File: src/rtl/st2_imm_extend_pipe_if.sv
// Stage-2 immediate bus: instruction immediate in from decode, registered immediate out to EX.
// master = decode/EX side, slave = the immediate generator.
interface st2_imm_extend_pipe_if #(
    parameter int IN_W  = 12,
    parameter int OUT_W = 16
);
    logic             in_valid;
    logic [IN_W-1:0]  imm_field;
    logic [2:0]       se_sel;
    logic             stall;
    logic             flush;
    logic             out_valid;
    logic [OUT_W-1:0] out_imm;
    logic             out_prefixed;
    logic             out_illegal;

    modport master (
        output in_valid, imm_field, se_sel, stall, flush,
        input  out_valid, out_imm, out_prefixed, out_illegal
    );

    modport slave (
        input  in_valid, imm_field, se_sel, stall, flush,
        output out_valid, out_imm, out_prefixed, out_illegal
    );
endinterface

File: src/rtl/st2_imm_extend_pipe.sv
// Stage-2 immediate generator with prefix-built constants, registered into ID/EX.
// Optional reserved-mode trap enabled by defining ST2_SE_ILLEGAL_TRAP_EN.
//
// state | meaning
// IDLE  | no prefix pending; ops produce their mode's extension
// ARMED | prefix_q holds upper bits; next non-prefix op is combined with them
module st2_imm_extend_pipe #(
    parameter int IN_W     = 12,
    parameter int OUT_W    = 16,
    parameter int PREFIX_W = 8
) (
    input  logic                  clk,
    input  logic                  rst_n,
    st2_imm_extend_pipe_if.slave  bus
);

`ifdef ST2_SE_ILLEGAL_TRAP_EN
    localparam bit TRAP_EN = 1'b1;
`else
    localparam bit TRAP_EN = 1'b0;
`endif

    typedef enum logic {IDLE, ARMED} state_t;

    state_t              state_q, state_d;
    logic [PREFIX_W-1:0] prefix_q, prefix_d;
    logic                valid_q, valid_d;
    logic [OUT_W-1:0]    imm_q, imm_d;
    logic                prefixed_q, prefixed_d;
    logic                illegal_q, illegal_d;

    logic [IN_W-1:0]     f;
    logic [OUT_W-1:0]    ext_imm;
    logic [OUT_W-1:0]    sext8;
    logic                is_prefix;
    logic                is_rsv;
    logic                is_trap;

    assign f         = bus.imm_field;
    assign sext8     = {{(OUT_W-8){f[7]}}, f[7:0]};
    assign is_prefix = (bus.se_sel == 3'b110);
    assign is_rsv    = (bus.se_sel == 3'b111);
    assign is_trap   = is_rsv && TRAP_EN;

    always_comb begin
        ext_imm = {{(OUT_W-IN_W){1'b0}}, f};
        case (bus.se_sel)
            3'b000:  ext_imm = {{(OUT_W-4){f[3]}}, f[3:0]};
            3'b001:  ext_imm = {{(OUT_W-8){1'b0}}, f[7:0]};
            3'b010:  ext_imm = sext8;
            3'b011:  ext_imm = {{(OUT_W-IN_W){f[IN_W-1]}}, f};
            3'b100:  ext_imm = {sext8[OUT_W-2:0], 1'b0};
            default: ext_imm = {{(OUT_W-IN_W){1'b0}}, f};
        endcase
    end

    always_comb begin
        state_d    = state_q;
        prefix_d   = prefix_q;
        valid_d    = valid_q;
        imm_d      = imm_q;
        prefixed_d = prefixed_q;
        illegal_d  = illegal_q;
        if (bus.flush) begin
            valid_d    = 1'b0;
            prefixed_d = 1'b0;
            illegal_d  = 1'b0;
            state_d    = IDLE;
            prefix_d   = '0;
        end else if (!bus.stall) begin
            valid_d    = 1'b0;
            prefixed_d = 1'b0;
            illegal_d  = 1'b0;
            if (bus.in_valid) begin
                if (is_prefix) begin
                    prefix_d = f[PREFIX_W-1:0];
                    state_d  = ARMED;
                end else if (is_trap) begin
                    valid_d   = 1'b1;
                    imm_d     = '0;
                    illegal_d = 1'b1;
                end else if (state_q == ARMED) begin
                    valid_d    = 1'b1;
                    prefixed_d = 1'b1;
                    imm_d      = {prefix_q, f[OUT_W-PREFIX_W-1:0]};
                    // the reserved mode never moves the state, so the prefix stays armed
                    if (!is_rsv) state_d = IDLE;
                end else begin
                    valid_d = 1'b1;
                    imm_d   = ext_imm;
                end
            end
        end
    end

    always_ff @(posedge clk) begin
        if (!rst_n) begin
            state_q    <= IDLE;
            prefix_q   <= '0;
            valid_q    <= 1'b0;
            imm_q      <= '0;
            prefixed_q <= 1'b0;
            illegal_q  <= 1'b0;
        end else begin
            state_q    <= state_d;
            prefix_q   <= prefix_d;
            valid_q    <= valid_d;
            imm_q      <= imm_d;
            prefixed_q <= prefixed_d;
            illegal_q  <= illegal_d;
        end
    end

    assign bus.out_valid    = valid_q;
    assign bus.out_imm      = imm_q;
    assign bus.out_prefixed = prefixed_q;
    assign bus.out_illegal  = illegal_q;

endmodule

File: src/flat_wrapper.sv
// flat-port wrapper written by rule: the top's interface ports become plain ports
module st2_imm_extend_pipe_flat 
#(
    parameter int IN_W     = 12,
    parameter int OUT_W    = 16,
    parameter int PREFIX_W = 8
)
  (clk, rst_n, bus_in_valid, bus_imm_field, bus_se_sel, bus_stall, bus_flush, bus_out_valid, bus_out_imm, bus_out_prefixed, bus_out_illegal);
  st2_imm_extend_pipe_if #(.IN_W(IN_W), .OUT_W(OUT_W)) bus_i ();
  input  logic clk;
  input  logic rst_n;
  input wire logic [$bits(bus_i.in_valid)-1:0] bus_in_valid;
  input wire logic [$bits(bus_i.imm_field)-1:0] bus_imm_field;
  input wire logic [$bits(bus_i.se_sel)-1:0] bus_se_sel;
  input wire logic [$bits(bus_i.stall)-1:0] bus_stall;
  input wire logic [$bits(bus_i.flush)-1:0] bus_flush;
  output wire logic [$bits(bus_i.out_valid)-1:0] bus_out_valid;
  output wire logic [$bits(bus_i.out_imm)-1:0] bus_out_imm;
  output wire logic [$bits(bus_i.out_prefixed)-1:0] bus_out_prefixed;
  output wire logic [$bits(bus_i.out_illegal)-1:0] bus_out_illegal;
  assign bus_i.in_valid = bus_in_valid;
  assign bus_i.imm_field = bus_imm_field;
  assign bus_i.se_sel = bus_se_sel;
  assign bus_i.stall = bus_stall;
  assign bus_i.flush = bus_flush;
  assign bus_out_valid = bus_i.out_valid;
  assign bus_out_imm = bus_i.out_imm;
  assign bus_out_prefixed = bus_i.out_prefixed;
  assign bus_out_illegal = bus_i.out_illegal;
  st2_imm_extend_pipe #(.IN_W(IN_W), .OUT_W(OUT_W), .PREFIX_W(PREFIX_W)) u_core (.clk(clk), .rst_n(rst_n), .bus(bus_i));
endmodule
File: config.mk
export PLATFORM = sky130hd
export DESIGN_NAME = st2_imm_extend_pipe_flat
export DESIGN_NICKNAME = d
export VERILOG_FILES = /design/src/rtl/st2_imm_extend_pipe_if.sv /design/src/rtl/st2_imm_extend_pipe.sv /design/src/flat_wrapper.sv
export SDC_FILE = /design/constraint.sdc
export NUM_CORES = 1
export LEC_CHECK = 0
export CELL_PAD_IN_SITES_DETAIL_PLACEMENT = 1
export CELL_PAD_IN_SITES_GLOBAL_PLACEMENT = 2
export CORE_MARGIN = 1.5
export CORE_UTILIZATION = 27
export DETAILED_ROUTE_END_ITERATION = 6
export HOLD_SLACK_MARGIN = 0.12
export PLACE_DENSITY_LB_ADDON = 0.1
export SKIP_CTS_REPAIR_TIMING = 1
export SYNTH_ARGS = -nofsm -noshare
export SYNTH_HDL_FRONTEND = slang
export SYNTH_SLANG_ARGS = --single-unit
File: constraint.sdc
create_clock -name clk -period 1.6 [get_ports clk]
set_input_delay 0.32 -clock clk [delete_from_list [all_inputs] [get_ports clk]]
set_output_delay 0.32 -clock clk [all_outputs]
set_load 0.02 [all_outputs]
==> impl_metrics.tcl <==
set metrics [dict create \
    status "finished, final reports clean" \
    diodes 0 \
    synth.most_common_cell "dfxtp_1" \
    power.share.sequential_pct 50.6 \
    cts-buffers-inserted 3 \
    ir_drop_mv 0.333 \
    synth_ff_type "dfxtp_1" \
    n_fill_cell 569 \
    grt_pass1_vias 1296 \
    synth_common_cells "dfxtp_1, mux2i_1, nor2_1" \
    leakagePower_nw 0.780 \
    drive_gt1_share_pct 16.5 \
    met1_length_um 1890 \
    cts-root-buf "clkbuf_8" \
    place_hpwl_um 3020 \
    switchingPower_mw 0.369 \
    route.met3.wl_um 101 \
    crit_fanout 2 \
    num_vias 1233 \
    switching_share_pct 26.6 \
    synth_edf_count 0 \
    grt_setup_unrepaired "no" \
    dieArea_um2 5370 \
    maxCapViolCount 0 \
    fin_skew_ps 2.29 \
    crit_buf_inv 1 \
    finalWeightedCongestion 0.794 \
    ant_nets 0 \
    path_cells "clkdlybuf4s50_1" \
    antenna_found_initial 0 \
    max_clock_freq_mhz 646 \
    fin_ws_ps 51.0 \
    cts.sinks 27 \
    worstPathArrival_ps 1230 \
    yosysWarnings 0 \
    syn-cell-area_um2 1330 \
    wl_met2_um 1970 \
    clock_path_buffers 2 \
    grt_pass1_wl_um 6210 \
    syn-instance-count 146 \
    clk_latency_ps 270 \
    setup_violations 0 \
    yosys_register_bits 27 \
    io_buffers 37 \
    max_stage_delay_ps 610 \
    fin_crit_sh_pct 96.8 \
    dr.pass1.iters 4 \
    yosysSeqAreaShare_pct 40.5 \
    drtIter0Drc 32 \
    clk_pin_slew_ps 90 \
    multiInputGateArea_um2 712 \
    area_delta_synth_final_pct 44.7 \
    dp_cells 255 \
    postPlaceCellArea_um2 1840 \
    hold_viol 0 \
    min_path_type "reg2reg" \
    coreArea_um2 4750 \
    syn_area_per_cell_um2 9.14 \
    drt_wl_total_um 3980 \
    grt_usage_pct 15.0 \
    dp_worst_setup_slack_ps -371 \
    min_period_ps 1550 \
    fin_area_um2 1930 \
    cts_tree "built" \
    die_h_um 73.3 \
    finalNonFillerCells 261 \
    ys_types 36 \
    viasPerCell 4.72 \
    worstSetupPathType "reg2out" \
    top_layer_used "met4" \
    final-max-slew-violation-count 0 \
    clkPwrFrac_pct 28.3 \
    die_w_um 73.3 \
    combPwrFrac_pct 21.1 \
    ff_latch_area_um2 541 \
    p_int_mw 1.02 \
    critPathCaptureType "output pin" \
    yosys.area.top_type_share_pct 40.5 \
    synth.largest_area_cell "dfxtp_1" \
    critical_path.top_delay_family "buffers and inverters" \
    power.density_nw_per_um2 719 \
    syn-num-nets 166 \
    async_reset_ff_share_pct 0 \
    drc 0 \
    initial_utilization_pct 28.1 \
    cp.required_ps 1280 \
    grt_max_degree 19 \
    fin_setup_tns_ps 0 \
    top_level_ports 39 \
    htree_num_levels 1 \
    nets 215 \
    start_kind "register" \
    power_mw 1.39 \
    cp_slowest_cell "clkdlybuf4s50_1" \
    rows 25 \
    overflow 0 \
    wire_per_inst_um 15.3 \
    synthTopCellsByArea "dfxtp_1, mux2i_1, a21oi_1" \
]
## layer usage
layer / GRT usage (%) / vias to the layer above
met1: 18.1 / 596
met5: 0 / -
met2: 27.4 / 23
met4: 3.77 / 0
met3: 2.33 / 2
li1: - / 612
## path summary, 6_finish.rpt
kind | from | end | slack [ps] | cells past startpoint
worst max register to register | u_core.state_q | u_core.bus.out_imm[4] | 250 | 5
worst min-delay path | u_core.bus.out_imm[5] | u_core.bus.out_imm[5] | 460 | 2
worst max-delay path | u_core.bus.out_imm[14] | bus_out_imm[14] | 50 | 1
worst min register to register | u_core.bus.out_imm[5] | u_core.bus.out_imm[5] | 460 | 2
## tightest hold or removal path, delay by kind of cell (launching register included)
kind	cells	cell delay, ps
and+or+nand+nor	1	50
AOI/OAI and AO/OA	1	50
DFF	1	320
## state kept, by name, summed over array words and instances, names as in the netlist
register / cells
u_core.bus.out_imm: 16
u_core.prefix_q: 8
u_core.bus.out_prefixed: 1
u_core.bus.out_valid: 1
u_core.state_q: 1
## metrics by stage
step / hold WS, ps / utilization (%)
global placement: 443 / 38.7
floorplan: 461 / -
CTS: 464 / 39.6
global route: 474 / 40.6
finish: 457 / 40.6
detailed placement: 451 / 38.7
## power by group through the flow
| stage | clock network (mW) | logic (mW) | registers, mW |
|---|---|---|---|
| final | 0.393 | 0.293 | 0.702 |
| after global routing | 0.431 | 0.317 | 0.705 |
| after CTS | 0.405 | 0.290 | 0.702 |
| after detailed placement | 0 | 0.288 | 0.718 |
| after global placement | 0 | 0.283 | 0.717 |
| after floorplan | 0 | 0.122 | 0.738 |
## cell usage in the layout (no fill, tap or decap), types with 6 or more instances in the layout
| cell | Yosys | routed |
|---|---|---|
| nor2_1 | 15 | 15 |
| mux2i_1 | 16 | 16 |
| clkdlybuf4s50_1 | 0 | 31 |
| dfxtp_1 | 27 | 27 |
| o211ai_1 | 7 | 7 |
| a21oi_1 | 12 | 12 |
| nand2_1 | 9 | 9 |
| o21ai_1 | 8 | 8 |
| buf_4 | 4 | 16 |
| dlymetal6s2s_1 | 0 | 6 |
## cell type report
class,instances,share of cell area (%)
Clock buffer,4,2.33
Timing Repair Buffer,56,28.1
Inverter,2,0.389
Tap cell,67,4.34
Sequential cell,27,28.0
Multi-Input combinational cell,105,36.9
## logic make-up (layout without fill, tap and decap cells)
family | count (synthesis) | count (layout) | share of synthesized area [%]
buffers and inverters | 15 | 62 | 7.79
and+or+nand+nor | 42 | 43 | 17.0
DFF | 27 | 27 | 40.5
muxes | 16 | 16 | 12.0
AOI/OAI and AO/OA | 44 | 44 | 21.7
adders and majority gates | 1 | 1 | 0.750
other | 1 | 1 | 0.281
(Power assumes the default switching activity.)
